**src/rtl/alu_z_writeback.sv**
```systemverilog
// alu_z_writeback: captures the ALU's 64-bit result into Z on start and
// writes it back over the shared register bus using a request/grant
// handshake. Single-word ops take one beat (to Rz). mul and div take two
// beats, LO first and then HI. done pulses once the write-back completes.
// Optional feature: define ALU_WB_DROP_ERR_EN to build the sticky drop_err
// flag. drop_err records any start that arrives while the block is busy.
module alu_z_writeback #(
  parameter int unsigned wordSize = 32
) (
  input  logic                    clk,
  input  logic                    clr,
  input  logic                    start,
  input  logic [4:0]              opcode,
  input  logic [2*wordSize-1:0]   C,
  output logic                    bus_req,
  input  logic                    bus_grant,
  output logic [wordSize-1:0]     bus_out,
  output logic [1:0]              dest_sel,
  output logic                    wr_en,
  output logic                    busy,
  output logic                    done,
  output logic                    drop_err
);

  localparam int unsigned ZW = 2 * wordSize;

  localparam logic [4:0] OP_MUL = 5'b00011;
  localparam logic [4:0] OP_DIV = 5'b00100;

  localparam logic [1:0] DEST_NONE = 2'b00;
  localparam logic [1:0] DEST_RZ   = 2'b01;
  localparam logic [1:0] DEST_LO   = 2'b10;
  localparam logic [1:0] DEST_HI   = 2'b11;

  typedef enum logic [1:0] {
    S_IDLE = 2'b00,
    S_LOW  = 2'b01,
    S_HIGH = 2'b10,
    S_DONE = 2'b11
  } state_e;

  state_e          state_q, state_d;
  logic [ZW-1:0]   z_q, z_d;
  logic            two_beat_q, two_beat_d;

  // State, Z register and captured op type; clr has priority
  always_ff @(posedge clk) begin
    if (clr) begin
      state_q    <= S_IDLE;
      z_q        <= '0;
      two_beat_q <= 1'b0;
    end else begin
      state_q    <= state_d;
      z_q        <= z_d;
      two_beat_q <= two_beat_d;
    end
  end

  // Next-state logic and output decode of state, Z and grant
  always_comb begin
    state_d    = state_q;
    z_d        = z_q;
    two_beat_d = two_beat_q;
    bus_req    = 1'b0;
    bus_out    = '0;
    dest_sel   = DEST_NONE;
    wr_en      = 1'b0;
    busy       = 1'b0;
    done       = 1'b0;

    unique case (state_q)
      S_IDLE: begin
        if (start) begin
          z_d        = C;
          two_beat_d = (opcode == OP_MUL) || (opcode == OP_DIV);
          state_d    = S_LOW;
        end
      end
      S_LOW: begin
        busy     = 1'b1;
        bus_req  = 1'b1;
        bus_out  = z_q[wordSize-1:0];
        dest_sel = two_beat_q ? DEST_LO : DEST_RZ;
        wr_en    = bus_grant;
        if (bus_grant) begin
          state_d = two_beat_q ? S_HIGH : S_DONE;
        end
      end
      S_HIGH: begin
        busy     = 1'b1;
        bus_req  = 1'b1;
        bus_out  = z_q[ZW-1:wordSize];
        dest_sel = DEST_HI;
        wr_en    = bus_grant;
        if (bus_grant) begin
          state_d = S_DONE;
        end
      end
      S_DONE: begin
        busy    = 1'b1;
        done    = 1'b1;
        state_d = S_IDLE;
      end
      default: begin
        state_d = S_IDLE;
      end
    endcase
  end

`ifdef ALU_WB_DROP_ERR_EN
  logic drop_err_q, drop_err_d;

  // A start that lands while busy is lost; remember it until clr
  always_comb begin
    drop_err_d = drop_err_q | (start & busy);
  end

  // Sticky drop flag register
  always_ff @(posedge clk) begin
    if (clr) begin
      drop_err_q <= 1'b0;
    end else begin
      drop_err_q <= drop_err_d;
    end
  end

  assign drop_err = drop_err_q;
`else
  assign drop_err = 1'b0;
`endif

endmodule

```
**config.mk**
```make
export PLATFORM = sky130hd
export DESIGN_NAME = alu_z_writeback
export DESIGN_NICKNAME = d
export VERILOG_FILES = /design/src/rtl/alu_z_writeback.sv
export SDC_FILE = /design/constraint.sdc
export NUM_CORES = 1
export LEC_CHECK = 0
export ABC_AREA = 0
export CAP_MARGIN = 20
export CORE_UTILIZATION = 44
export CTS_CLUSTER_DIAMETER = 60
export DETAILED_ROUTE_END_ITERATION = 12
export GPL_TIMING_DRIVEN = 0
export PLACE_DENSITY = 0.85
export SLEW_MARGIN = 20
export SYNTH_ARGS = -nofsm -noshare
export SYNTH_HDL_FRONTEND = slang
export SYNTH_SLANG_ARGS = --single-unit
```
**constraint.sdc**
```tcl
create_clock -name clk -period 1.85 [get_ports clk]
set_clock_uncertainty 0.15 [all_clocks]
set_input_delay 0.4625 -clock clk [delete_from_list [all_inputs] [get_ports clk]]
set_output_delay 0.4625 -clock clk [all_outputs]
set_load 0.05 [all_outputs]
```
# Word-level counts from Yosys, hierarchy flattened
# Index checks and enable logic that the tools add are counted.
# op_classes
muxes,12
reduce_logical,6
eq_ne,8
# op_table
op,n
32-bit one-hot mux with 2 select lines,1
2-bit two-way mux,4
2-bit one-hot mux with 4 select lines,1
2-bit inequality test (second input constant),3
5-bit by 2-bit == test with 1-bit output (second input constant),1
5-bit by 3-bit == test with 1-bit output (second input constant),1
1-bit two-way mux,5
2-bit == test (second input constant),2
2-bit one-hot mux with 2 select lines,1
3-bit AND reduction,1
3-bit OR reduction,1
2-bit by 1-bit == test with 1-bit output (second input constant),1
2-bit logical NOT,1
2-bit AND reduction,1
2-bit OR reduction,1
1-bit logical OR,1
# word_totals
elab_cells,29
output_inout_bits,39
ff_bits,67
input_bits,73

# Logic depth before layout (Yosys ltp)
# Gate-level depths: netlist of the first run.
# depth
word_depth,3
mapped_depth,7
ltp_nobuf,5

# Worst setup path before layout of the first run
# OpenSTA, ideal clock, no wires.
# synth_path
path_type,register to output
from,register state_q[1]
to,output bus_out[19]
t_required_ns,1.237
path_buffers,1
arrival_ns,2.064
setup_slack_ns,-0.827
path_stages_with_launch,5
cell_sequence,dfxtp_1 > inv_1 > ha_1 > clkbuf_1 > nor2b_1
# synth_via
elab_chain_len,2
elab_cells_between_ends,3
classes_between,eq/ne (2); mux (1)
# synth_rtl
item,line_no,rtl
start: declaration,42,"state_e state_q, state_d;"
start signal: assignment,53,state_q <= state_d;
2-bit == test or 2-bit by 1-bit == test with 1-bit output (tied branches),71,unique case (state_q)
32-bit one-hot mux with 2 select lines (*),71,
end: declaration,17,"output logic [wordSize-1:0] bus_out,"
# Mark *: on every way between the ends. The rest lies on a longest branch, timed or not.

# Final worst setup path of the first run
# layout_path
from,register state_q[0]
to,output bus_out[8]
# Same word-level chain as after synthesis.

==> results of run 1 <==
==> kinds of logic (layout without fill, tap and decap cells) <==
family	Yosys count	after routing
AND/OR/NAND/NOR	172	172
buffers and inverters	37	175
AO/OA/AOI/OAI	103	103
adder cells (fa/ha/maj)	4	4
flip-flops	67	67
multiplexers	1	1
other	1	1
==> final timing paths <==
check	cells past startpoint	from	slack, ns	end
setup / recovery	7	state_q[0]	-0.45	bus_out[8]
hold reg to reg	2	z_q[50]	0.32	z_q[50]
hold / removal	2	z_q[50]	0.32	z_q[50]
setup reg to reg	6	state_q[0]	0.18	z_q[3]
==> metrics by stage <==
| step | utilization | setup WS, ns |
|---|---|---|
| floorplan | - | -0.05602 |
| global placement | 0.6943 | -0.8296 |
| detailed placement | 0.6943 | -0.8786 |
| CTS | 0.7779 | -0.4588 |
| global route | 0.8054 | -0.5047 |
| finish | 0.8054 | -0.4537 |
==> sequential cells by signal, summed over array words and instances, names as in the netlist <==
name	count
z_q	64
state_q	2
two_beat_q	1
==> area by class of cell <==
| class | instances | share of cell area |
|---|---|---|
| multi-input combinational | 281 | 0.3587 |
| sequential | 67 | 0.2608 |
| timing repair buffer | 122 | 0.2504 |
| buffer | 33 | 0.06531 |
| clock buffer | 9 | 0.02395 |
| tap | 77 | 0.01863 |
| clock inverter | 7 | 0.01790 |
| inverter | 4 | 0.004354 |
==> power by group <==
group	total [uW]	switching, uW	internal [uW]
Combinational	4420	2210	2210
Sequential	1980	240	1740
Clock	1330	577	753
Total	7730	3030	4700
==> repair_timing <==
item / CTS / global route
resized for setup: 319 / 22
setup endpoints to repair: 38 / 38
setup buffers: 3 / 5
gates cloned: 1 / 3
endpoints found under the hold margin: 0 / 0
pin swaps: 29 / 8
==> Yosys cell counts, drive strengths merged <==
library cell / count
buf: 27
nor2: 1
a211oi: 2
mux2i: 1
conb: 1
a32o: 1
o22ai: 2
inv: 4
nand2b: 1
o21a: 1
clkbuf: 6
ha: 4
a22oi: 32
nand2: 133
nor2b: 34
and2: 2
nor4: 1
a21oi: 65
dfxtp: 67
==> layer usage <==
layer,vias to the layer above,track usage,share of wire
met5,-,0,0
met2,113,0.5089,0.52
li1,1547,-,-
met3,40,0.03441,0.044
met4,0,0.1536,0.042
met1,1575,0.2986,0.39
==> worst max-delay path, stage by stage, from the launching register on <==
cell,delay [ns]
sky130_fd_sc_hd__dfxtp_4,0.40
sky130_fd_sc_hd__inv_6,0.05
sky130_fd_sc_hd__ha_4,0.16
sky130_fd_sc_hd__buf_8,0.14
sky130_fd_sc_hd__buf_6,0.14
sky130_fd_sc_hd__a22oi_1,0.21
sky130_fd_sc_hd__nor2b_2,0.08
sky130_fd_sc_hd__buf_6,0.16
==> impl_metrics.xml, run 1 <==
<?xml version="1.0" encoding="UTF-8"?>
<metrics>
  <group name="outcome">
    <metric name="outcome" unit="">finished with violations</metric>
    <metric name="violated_checks" unit="">DRC, setup timing</metric>
  </group>
  <group name="cells_and_area">
    <metric name="drive_gt1_frac" unit="">0.3193</metric>
    <metric name="finish.instance_area" unit="um2">5172</metric>
    <metric name="most-common-layout-cells" unit="">sky130_fd_sc_hd__nand2_1, sky130_fd_sc_hd__clkdlybuf4s50_1, sky130_fd_sc_hd__dfxtp_1, sky130_fd_sc_hd__a21oi_1, sky130_fd_sc_hd__buf_6</metric>
    <metric name="area.growth.synth_to_final" unit="%">73.92</metric>
    <metric name="fillers" unit="">379</metric>
    <metric name="n_antenna_cell" unit="">0</metric>
    <metric name="layoutNonFillerInstCount" unit="">600</metric>
    <metric name="finalNetCount" unit="">595</metric>
    <metric name="multiInputGateArea" unit="um2">1856</metric>
    <metric name="ff_latch_area" unit="um2">1349</metric>
    <metric name="most_common_library_cell_in_the_layout_ignoring_fill_and_taps" unit="">sky130_fd_sc_hd__nand2_1</metric>
  </group>
  <group name="sta">
    <metric name="timing.final.crit_share" unit="">1.245</metric>
    <metric name="final-setup-viol-count" unit="">36</metric>
    <metric name="finalWorstPathRequiredPeriod" unit="ns">2.304</metric>
    <metric name="hold-worst-slack" unit="ns">0.3223</metric>
    <metric name="setup_repair_after_global_routing_missed_its_margin" unit="">yes</metric>
    <metric name="worst-slew-pin-transition" unit="ns">0.5275</metric>
    <metric name="setup_ws" unit="ns">-0.4537</metric>
    <metric name="setup_total_negative_slack" unit="ns">-14.66</metric>
    <metric name="final-max-slew-violation-count" unit="">0</metric>
    <metric name="timing.fmax" unit="GHz">0.4341</metric>
    <metric name="max_slew_margin" unit="">0.6484</metric>
    <metric name="timing.final.hold_violations" unit="">0</metric>
  </group>
  <group name="cts">
    <metric name="cts_htree_levels" unit="">3</metric>
    <metric name="cts.hold.buffers_added" unit="">0</metric>
    <metric name="tritoncts" unit="">done</metric>
    <metric name="clkSinkCount" unit="">67</metric>
    <metric name="clockRootBuffer" unit="">sky130_fd_sc_hd__clkbuf_8</metric>
    <metric name="cts_made_buffers" unit="">9</metric>
    <metric name="cts.reportedPaths.clkPinSlew" unit="ns">0.08</metric>
    <metric name="clock_insertion_delay_worst_skew" unit="ns">0.34</metric>
    <metric name="clock_tree.buffer_depth" unit="">2</metric>
  </group>
  <group name="placed_design">
    <metric name="place.port_buffers" unit="">110</metric>
    <metric name="post-place-cells" unit="">572</metric>
    <metric name="dp_hpwl" unit="um">6309</metric>
    <metric name="gp_congestion" unit="">0.8044</metric>
    <metric name="post_dp_cell_area" unit="um2">4459</metric>
  </group>
  <group name="power">
    <metric name="power" unit="uW">7733</metric>
    <metric name="power_density" unit="nW/um2">1495</metric>
    <metric name="total_leakage_power" unit="uW">0.001899</metric>
    <metric name="peakVddDrop" unit="mV">0.7765</metric>
  </group>
  <group name="yosys">
    <metric name="synthesis.nets" unit="">462</metric>
    <metric name="yosys-mux-area-fraction" unit="">0.003366</metric>
    <metric name="synth_cells" unit="">385</metric>
    <metric name="synth_top_family_by_area" unit="">simple AND/OR/NAND/NOR gates</metric>
    <metric name="post_synth_xor_area_fraction" unit="">0</metric>
    <metric name="count_of_different_cell_masters_after_synthesis" unit="">22</metric>
    <metric name="postSynthRegisterBits" unit="">67</metric>
    <metric name="mappedNetlistArea" unit="um2">2974</metric>
    <metric name="yosys.area_share.adder" unit="">0.01683</metric>
    <metric name="synthesis.yosys.warnings" unit="">0</metric>
    <metric name="synth_sequential_area_ratio" unit="">0.4510</metric>
    <metric name="syn_avg_cell_area" unit="um2">7.725</metric>
    <metric name="synth_simple_gate_area_share" unit="">0.2491</metric>
    <metric name="ys_top_cells_by_area" unit="">sky130_fd_sc_hd__dfxtp_1, sky130_fd_sc_hd__nand2_1, sky130_fd_sc_hd__a21oi_1, sky130_fd_sc_hd__a22oi_1, sky130_fd_sc_hd__nor2b_1</metric>
    <metric name="synth_compound_gate_area_share" unit="">0.2053</metric>
    <metric name="yosys.area.top_type" unit="">sky130_fd_sc_hd__dfxtp_1</metric>
    <metric name="netlist.area_leader.share" unit="">0.4510</metric>
  </group>
  <group name="drt">
    <metric name="drtAntennaViolNets" unit="">0</metric>
    <metric name="vias_per_cell" unit="">5.458</metric>
    <metric name="drc_errors" unit="">8</metric>
    <metric name="vias" unit="">3275</metric>
    <metric name="drt-pass1-iter-count" unit="">8</metric>
    <metric name="drt_iter0_markers" unit="">194</metric>
    <metric name="wl_per_cell" unit="um">17.06</metric>
    <metric name="final_routed_wirelength" unit="um">10240</metric>
  </group>
  <group name="critical_path">
    <metric name="critical_path.max_fanout" unit="">6</metric>
    <metric name="cp_startpoint_kind" unit="">flip-flop</metric>
    <metric name="crit_path_end_kind" unit="">primary output</metric>
    <metric name="worst-setup-path-type" unit="">reg2out</metric>
    <metric name="required" unit="ns">1.24</metric>
    <metric name="cp.arrival" unit="ns">1.69</metric>
  </group>
  <group name="floorplan">
    <metric name="floorplan.io_pins" unit="">112</metric>
    <metric name="fp.dieH" unit="um">84.22</metric>
    <metric name="initial_utilization" unit="">0.4631</metric>
    <metric name="floorplan.die_area" unit="um2">7092</metric>
    <metric name="core.rowCount" unit="">29</metric>
    <metric name="fp.dieW" unit="um">84.22</metric>
    <metric name="core_region_area" unit="um2">6422</metric>
  </group>
  <group name="run">
    <metric name="drv_cap" unit="">0</metric>
  </group>
  <group name="worst_hold_path">
    <metric name="timing.hold.worst.class" unit="">reg2reg</metric>
  </group>
  <group name="global_routing">
    <metric name="grt_antenna_before_repair" unit="">0</metric>
    <metric name="first_global_vias" unit="">3250</metric>
    <metric name="grt_max_degree" unit="">13</metric>
    <metric name="grt_pass1_wl" unit="um">15080</metric>
    <metric name="total_grt_usage" unit="">0.2731</metric>
    <metric name="grt_remaining_overflow" unit="">0</metric>
  </group>
</metrics>
Power figures use the tool's default switching activity.
==> run 2, diff against run 1 <==
- RECOVER_POWER: not set -> 25
==> run 2 against run 1 <==
The run still ends with DRC, setup timing left; non-clock buffer count is the same; register-to-register slack lost 0.08 ns; via count shrank 0.46%; die area is the same; count of clock-buffer cells in the layout is the same; fmax is essentially flat; utilization shrank 0.14 points; final area shrank 0.17%; sequential share of layout area is essentially flat; sequential cell count is the same; critical path type unchanged; critical endpoint unchanged; largest cell class unchanged; largest power group unchanged.
==> impl_metrics.xml, run 2 (same netlist as run 1, synthesis figures left out) <==
<?xml version="1.0" encoding="UTF-8"?>
<metrics>
  <group name="outcome">
    <metric name="outcome" unit="">finished with violations</metric>
    <metric name="violated_checks" unit="">DRC, setup timing</metric>
  </group>
  <group name="drt">
    <metric name="drtAntennaViolNets" unit="">0</metric>
    <metric name="drc_errors" unit="">8</metric>
    <metric name="drt-pass1-iter-count" unit="">9</metric>
    <metric name="drt_iter0_markers" unit="">150</metric>
    <metric name="final_routed_wirelength" unit="um">10210</metric>
    <metric name="wl_per_cell" unit="um">17.01</metric>
    <metric name="vias_per_cell" unit="">5.433</metric>
    <metric name="vias" unit="">3260</metric>
  </group>
  <group name="cts">
    <metric name="clock_tree.buffer_depth" unit="">2</metric>
    <metric name="tritoncts" unit="">done</metric>
    <metric name="cts_htree_levels" unit="">3</metric>
    <metric name="cts_made_buffers" unit="">9</metric>
    <metric name="clock_insertion_delay_worst_skew" unit="ns">0.34</metric>
    <metric name="clockRootBuffer" unit="">sky130_fd_sc_hd__clkbuf_8</metric>
    <metric name="cts.reportedPaths.clkPinSlew" unit="ns">0.08</metric>
    <metric name="cts.hold.buffers_added" unit="">0</metric>
    <metric name="clkSinkCount" unit="">67</metric>
  </group>
  <group name="sta">
    <metric name="timing.final.hold_violations" unit="">0</metric>
    <metric name="final-max-slew-violation-count" unit="">0</metric>
    <metric name="timing.fmax" unit="GHz">0.4341</metric>
    <metric name="setup_ws" unit="ns">-0.4537</metric>
    <metric name="timing.final.crit_share" unit="">1.245</metric>
    <metric name="setup_repair_after_global_routing_missed_its_margin" unit="">yes</metric>
    <metric name="finalWorstPathRequiredPeriod" unit="ns">2.304</metric>
    <metric name="final-setup-viol-count" unit="">36</metric>
    <metric name="worst-slew-pin-transition" unit="ns">0.5016</metric>
    <metric name="max_slew_margin" unit="">0.6656</metric>
  </group>
  <group name="cells_and_area">
    <metric name="fillers" unit="">382</metric>
    <metric name="largest_registers" unit="">z_q (64), state_q (2), two_beat_q (1)</metric>
    <metric name="most-common-layout-cells" unit="">sky130_fd_sc_hd__nand2_1, sky130_fd_sc_hd__clkdlybuf4s50_1, sky130_fd_sc_hd__dfxtp_1, sky130_fd_sc_hd__a21oi_1, sky130_fd_sc_hd__buf_6</metric>
    <metric name="n_antenna_cell" unit="">0</metric>
    <metric name="post-route-util" unit="">0.8040</metric>
    <metric name="finish.instance_area" unit="um2">5164</metric>
    <metric name="drive_gt1_frac" unit="">0.3193</metric>
    <metric name="area.growth.synth_to_final" unit="%">73.62</metric>
    <metric name="regMostFlops" unit="">z_q</metric>
    <metric name="finalNetCount" unit="">595</metric>
    <metric name="most_common_library_cell_in_the_layout_ignoring_fill_and_taps" unit="">sky130_fd_sc_hd__nand2_1</metric>
    <metric name="max_ffs_per_register" unit="">64</metric>
  </group>
  <group name="power">
    <metric name="peakVddDrop" unit="mV">0.7759</metric>
    <metric name="power_density" unit="nW/um2">1493</metric>
    <metric name="total_leakage_power" unit="uW">0.001896</metric>
  </group>
  <group name="worst_hold_path">
    <metric name="timing.hold.worst.class" unit="">reg2reg</metric>
    <metric name="holdPathStages" unit="">2</metric>
  </group>
  <group name="global_routing">
    <metric name="grt_antenna_before_repair" unit="">0</metric>
    <metric name="grt_remaining_overflow" unit="">0</metric>
    <metric name="grt_pass1_wl" unit="um">15080</metric>
    <metric name="total_grt_usage" unit="">0.2731</metric>
    <metric name="grt_max_degree" unit="">13</metric>
    <metric name="first_global_vias" unit="">3250</metric>
  </group>
  <group name="critical_path">
    <metric name="critical_path.max_fanout" unit="">6</metric>
    <metric name="reg2reg_depth" unit="">7</metric>
    <metric name="cp_startpoint_kind" unit="">flip-flop</metric>
    <metric name="cp.arrival" unit="ns">1.69</metric>
    <metric name="setup_slack_on_the_worst_flop_to_flop_path" unit="ns">0.10</metric>
    <metric name="required" unit="ns">1.24</metric>
    <metric name="crit_path_end_kind" unit="">primary output</metric>
    <metric name="worst-setup-path-type" unit="">reg2out</metric>
  </group>
  <group name="floorplan">
    <metric name="floorplan.io_pins" unit="">112</metric>
    <metric name="floorplan.die_area" unit="um2">7092</metric>
    <metric name="core.rowCount" unit="">29</metric>
    <metric name="fp.dieH" unit="um">84.22</metric>
    <metric name="core_region_area" unit="um2">6422</metric>
    <metric name="initial_utilization" unit="">0.4631</metric>
    <metric name="fp.dieW" unit="um">84.22</metric>
  </group>
  <group name="placed_design">
    <metric name="post_dp_cell_area" unit="um2">4459</metric>
    <metric name="gp_congestion" unit="">0.8044</metric>
    <metric name="dp_hpwl" unit="um">6309</metric>
    <metric name="place.port_buffers" unit="">110</metric>
  </group>
  <group name="run">
    <metric name="drv_cap" unit="">0</metric>
  </group>
</metrics>
==> run 2: changes by cell type in the layout (fill, tap and decap cells not counted), sizes merged <==
cell,change
buf,-2
dlygate4sd3,+1
clkbuf,+2
clkdlybuf4s50,-1
==> run 2: critical path, cell delays in order, from the launching register on <==
cell and delay [ns]:
sky130_fd_sc_hd__dfxtp_4 0.40, sky130_fd_sc_hd__inv_6 0.05, sky130_fd_sc_hd__ha_4 0.16, sky130_fd_sc_hd__buf_8 0.14, sky130_fd_sc_hd__buf_6 0.14, sky130_fd_sc_hd__a22oi_1 0.21, sky130_fd_sc_hd__nor2b_2 0.08, sky130_fd_sc_hd__buf_6 0.16
==> run 2: power breakdown <==
| part | leakage, uW | total (uW) | internal [uW] | switching, uW |
|---|---|---|---|---|
| logic | 0.00124 | 4390 | 2190 | 2200 |
| clock network | 0.000101 | 1330 | 753 | 579 |
| registers | 0.000551 | 1990 | 1740 | 242 |
==> run 2: cell type report <==
type / instances / area (um2) / share of cell area
sequential: 67 / 1349 / 0.2612
timing repair buffer: 122 / 1295 / 0.2508
tap: 77 / 96.34 / 0.01866
inverter: 4 / 22.52 / 0.004362
clock inverter: 7 / 92.59 / 0.01793
multi-input combinational: 281 / 1856 / 0.3593
buffer: 33 / 329.1 / 0.06373
clock buffer: 9 / 123.9 / 0.02399
==> run 2: stage by stage <==
stage	instances	TNS (ns)	power [uW]	hold WS [ns]	setup slack, ns
global placement	572	-33.96	5200	0.2918	-0.8296
CTS	592	-14.12	7175	0.3086	-0.4588
finish	600	-14.72	7709	0.3223	-0.4537
detailed placement	572	-36.29	5287	0.2962	-0.8786
floorplan	385	-1.650	4397	0.2860	-0.05602
global route	600	-18.70	8050	0.3362	-0.5047
==> run 2: metal layers <==
layer	share of wire	track usage	wire length, um	up-vias
met5	0	0	0	-
met4	0.044	0.1536	454	0
met3	0.042	0.03441	431	42
met2	0.53	0.5089	5366	117
met1	0.39	0.2986	3954	1556
li1	-	-	-	1545
==> run 2: worst paths after layout <==
check | from | to
max | state_q[0] | bus_out[8]
min | z_q[50] | z_q[50]
max reg2reg | state_q[0] | z_q[16]
min reg2reg | z_q[50] | z_q[50]
==> run 2: repair_timing <==
action / CTS / global route
endpoints found under the setup margin: 38 / 38
cloned: 1 / 3
buffers inserted: 3 / 5
resized for setup: 319 / 22
pin swaps: 29 / 8
==> run 3, diff against run 2 <==
- CORE_UTILIZATION: 44 -> 30
- CTS_CLUSTER_DIAMETER: 60 -> not set
- PLACE_DENSITY: 0.85 -> 0.63
==> run 3 against run 2 <==
The run ends with setup timing left; setup slack gained 0.023 ns; routed wire length shrank 7.7%; sequential cell count is the same; critical endpoint is now dest_sel[0]; fmax grew 1.0%; non-clock buffer count grew 4; sequential share of layout area shrank 0.73 points; via count shrank 6.2%; final cell count grew 9.2%; critical path depth is the same; utilization shrank 24 points; register-to-register slack is essentially flat; worst hold slack lost 0.0042 ns.
==> impl_metrics.xml, run 3 (same netlist as run 1, synthesis figures left out) <==
<?xml version="1.0" encoding="UTF-8"?>
<metrics>
  <group name="outcome">
    <metric name="outcome" unit="">finished with violations</metric>
    <metric name="violated_checks" unit="">setup timing</metric>
  </group>
  <group name="run">
    <metric name="drv_cap" unit="">0</metric>
  </group>
  <group name="cts">
    <metric name="clock_insertion_delay_worst_skew" unit="ns">0.34</metric>
    <metric name="tritoncts" unit="">done</metric>
    <metric name="clock_tree.buffer_depth" unit="">2</metric>
    <metric name="clkSinkCount" unit="">67</metric>
    <metric name="cts.reportedPaths.clkPinSlew" unit="ns">0.06</metric>
    <metric name="cts_htree_levels" unit="">3</metric>
    <metric name="clockRootBuffer" unit="">sky130_fd_sc_hd__clkbuf_8</metric>
    <metric name="cts_made_buffers" unit="">9</metric>
  </group>
  <group name="power">
    <metric name="total_leakage_power" unit="uW">0.001942</metric>
    <metric name="net-switching-power" unit="uW">2941</metric>
    <metric name="combPwrFrac" unit="">0.581</metric>
    <metric name="internal-power" unit="uW">4828</metric>
    <metric name="power" unit="uW">7769</metric>
    <metric name="peakVddDrop" unit="mV">1.068</metric>
    <metric name="p_clk_frac" unit="">0.166</metric>
    <metric name="power.share.sequential" unit="">0.253</metric>
    <metric name="power_switching_share" unit="">0.3785</metric>
    <metric name="power_density" unit="nW/um2">1462</metric>
  </group>
  <group name="sta">
    <metric name="setup_repair_after_global_routing_missed_its_margin" unit="">yes</metric>
    <metric name="timing.final.crit_share" unit="">1.233</metric>
    <metric name="worst-slew-pin-transition" unit="ns">0.5017</metric>
    <metric name="timing.final.hold_violations" unit="">0</metric>
    <metric name="final-max-slew-violation-count" unit="">0</metric>
    <metric name="timing.fmax" unit="GHz">0.4386</metric>
    <metric name="hold-worst-slack" unit="ns">0.3181</metric>
    <metric name="setup_ws" unit="ns">-0.4302</metric>
    <metric name="finalWorstPathRequiredPeriod" unit="ns">2.280</metric>
    <metric name="final-setup-viol-count" unit="">37</metric>
    <metric name="max_slew_margin" unit="">0.6655</metric>
  </group>
  <group name="placed_design">
    <metric name="dp_worst_setup_slack" unit="ns">-0.9136</metric>
    <metric name="place.port_buffers" unit="">110</metric>
    <metric name="post_dp_cell_area" unit="um2">4524</metric>
    <metric name="gp_congestion" unit="">0.7816</metric>
    <metric name="post-place-cells" unit="">624</metric>
    <metric name="dp_hpwl" unit="um">6512</metric>
  </group>
  <group name="cells_and_area">
    <metric name="drive_gt1_frac" unit="">0.3232</metric>
    <metric name="area.growth.synth_to_final" unit="%">78.63</metric>
    <metric name="most-common-layout-cells" unit="">sky130_fd_sc_hd__nand2_1, sky130_fd_sc_hd__clkdlybuf4s50_1, sky130_fd_sc_hd__dfxtp_1, sky130_fd_sc_hd__a21oi_1, sky130_fd_sc_hd__buf_6</metric>
    <metric name="layoutNonFillerInstCount" unit="">655</metric>
    <metric name="n_antenna_cell" unit="">0</metric>
    <metric name="finish.instance_area" unit="um2">5313</metric>
    <metric name="max_ffs_per_register" unit="">64</metric>
    <metric name="most_common_library_cell_in_the_layout_ignoring_fill_and_taps" unit="">sky130_fd_sc_hd__nand2_1</metric>
    <metric name="largest_registers" unit="">z_q (64), state_q (2), two_beat_q (1)</metric>
    <metric name="finalNetCount" unit="">599</metric>
    <metric name="regMostFlops" unit="">z_q</metric>
  </group>
  <group name="global_routing">
    <metric name="grt_remaining_overflow" unit="">0</metric>
    <metric name="first_global_vias" unit="">3091</metric>
    <metric name="total_grt_usage" unit="">0.1891</metric>
    <metric name="grt_max_degree" unit="">11</metric>
    <metric name="grt_antenna_before_repair" unit="">0</metric>
    <metric name="grt_pass1_wl" unit="um">14780</metric>
  </group>
  <group name="drt">
    <metric name="drtAntennaViolNets" unit="">0</metric>
    <metric name="vias_per_cell" unit="">4.667</metric>
    <metric name="drc_errors" unit="">0</metric>
    <metric name="drt-pass1-iter-count" unit="">4</metric>
    <metric name="final_routed_wirelength" unit="um">9424</metric>
    <metric name="vias" unit="">3057</metric>
    <metric name="drt_iter0_markers" unit="">55</metric>
    <metric name="wl_per_cell" unit="um">14.39</metric>
  </group>
  <group name="critical_path">
    <metric name="worst-setup-path-type" unit="">reg2out</metric>
    <metric name="crit_path_end_kind" unit="">primary output</metric>
    <metric name="cp.arrival" unit="ns">1.67</metric>
    <metric name="required" unit="ns">1.24</metric>
    <metric name="reg2reg_depth" unit="">7</metric>
    <metric name="setup_slack_on_the_worst_flop_to_flop_path" unit="ns">0.10</metric>
    <metric name="cp_startpoint_kind" unit="">flip-flop</metric>
    <metric name="critical_path.max_fanout" unit="">6</metric>
  </group>
  <group name="worst_hold_path">
    <metric name="timing.hold.worst.class" unit="">reg2reg</metric>
    <metric name="holdPathStages" unit="">2</metric>
  </group>
  <group name="floorplan">
    <metric name="initial_utilization" unit="">0.3159</metric>
    <metric name="floorplan.io_pins" unit="">112</metric>
    <metric name="core.rowCount" unit="">35</metric>
    <metric name="fp.dieW" unit="um">101.6</metric>
    <metric name="core_region_area" unit="um2">9415</metric>
    <metric name="floorplan.die_area" unit="um2">10320</metric>
    <metric name="fp.dieH" unit="um">101.6</metric>
  </group>
</metrics>
run 3: cell types whose count changed in the layout (fill, tap and decap cells not counted), sizes merged:
cell      previous run  this run
buf                 74        79
bufinv               2         1
clkbuf              18        22
clkinv               2         0
clkinvlp             3         0
run 3: metrics by stage:
stage	setup TNS, ns	utilization
finish	-14.10	0.5643
global placement	-36.40	0.4805
detailed placement	-38.64	0.4805
CTS	-14.25	0.5591
floorplan	-1.650	-
global route	-16.10	0.5643
run 3: critical path, cell delays in order (launching register included):
cell,delay [ns]
sky130_fd_sc_hd__dfxtp_4,0.37
sky130_fd_sc_hd__inv_4,0.05
sky130_fd_sc_hd__ha_4,0.15
sky130_fd_sc_hd__buf_8,0.14
sky130_fd_sc_hd__buf_12,0.13
sky130_fd_sc_hd__nor2b_4,0.12
sky130_fd_sc_hd__o21a_2,0.21
sky130_fd_sc_hd__buf_8,0.15
run 3: layer usage:
| metal | wire length, um | track usage | vias to the layer above | part of all wire |
|---|---|---|---|---|
| met5 | 0 | 0 | - | 0 |
| met4 | 213 | 0.08696 | 0 | 0.023 |
| met3 | 420 | 0.03175 | 19 | 0.045 |
| met2 | 4642 | 0.3269 | 88 | 0.49 |
| met1 | 4147 | 0.2288 | 1401 | 0.44 |
| li1 | - | - | 1549 | - |
run 3: path summary, 6_finish.rpt:
check	endpoint	startpoint
worst max-delay path	dest_sel[0]	state_q[1]
worst min-delay path	z_q[51]	z_q[51]
worst max register to register	z_q[20]	state_q[0]
worst min register to register	z_q[51]	z_q[51]
run 3: power groups by stage:
stage               Sequential (uW)  Clock, uW  Combinational (uW)
finish                         1960       1290                4510
global route                   2000       1370                4800
CTS                            1960       1320                4380
detailed placement             1930          0                3390
global placement               1920          0                3360
floorplan                      1880          0                2520
run 3: layout make-up:
class | instances | area (um2)
Buffer | 33 | 334.1
Timing Repair Buffer | 126 | 1355
Fill cell | 825 | 4103
Tap cell | 129 | 161.4
Sequential cell | 67 | 1349
Clock buffer | 14 | 182.7
Multi-Input combinational cell | 281 | 1878
Clock inverter | 1 | 30.03
Inverter | 4 | 22.52
run 3: what timing repair did:
| action | 4_1_cts | 5_1_grt |
|---|---|---|
| hold endpoints to repair | 0 | 0 |
| gates resized for setup | 341 | 15 |
| hold buffers | 0 | 0 |
| pin swaps | 33 | 8 |
| endpoints found under the setup margin | 38 | 39 |
| buffers inserted | 10 | 2 |
| cloned | 4 | 1 |
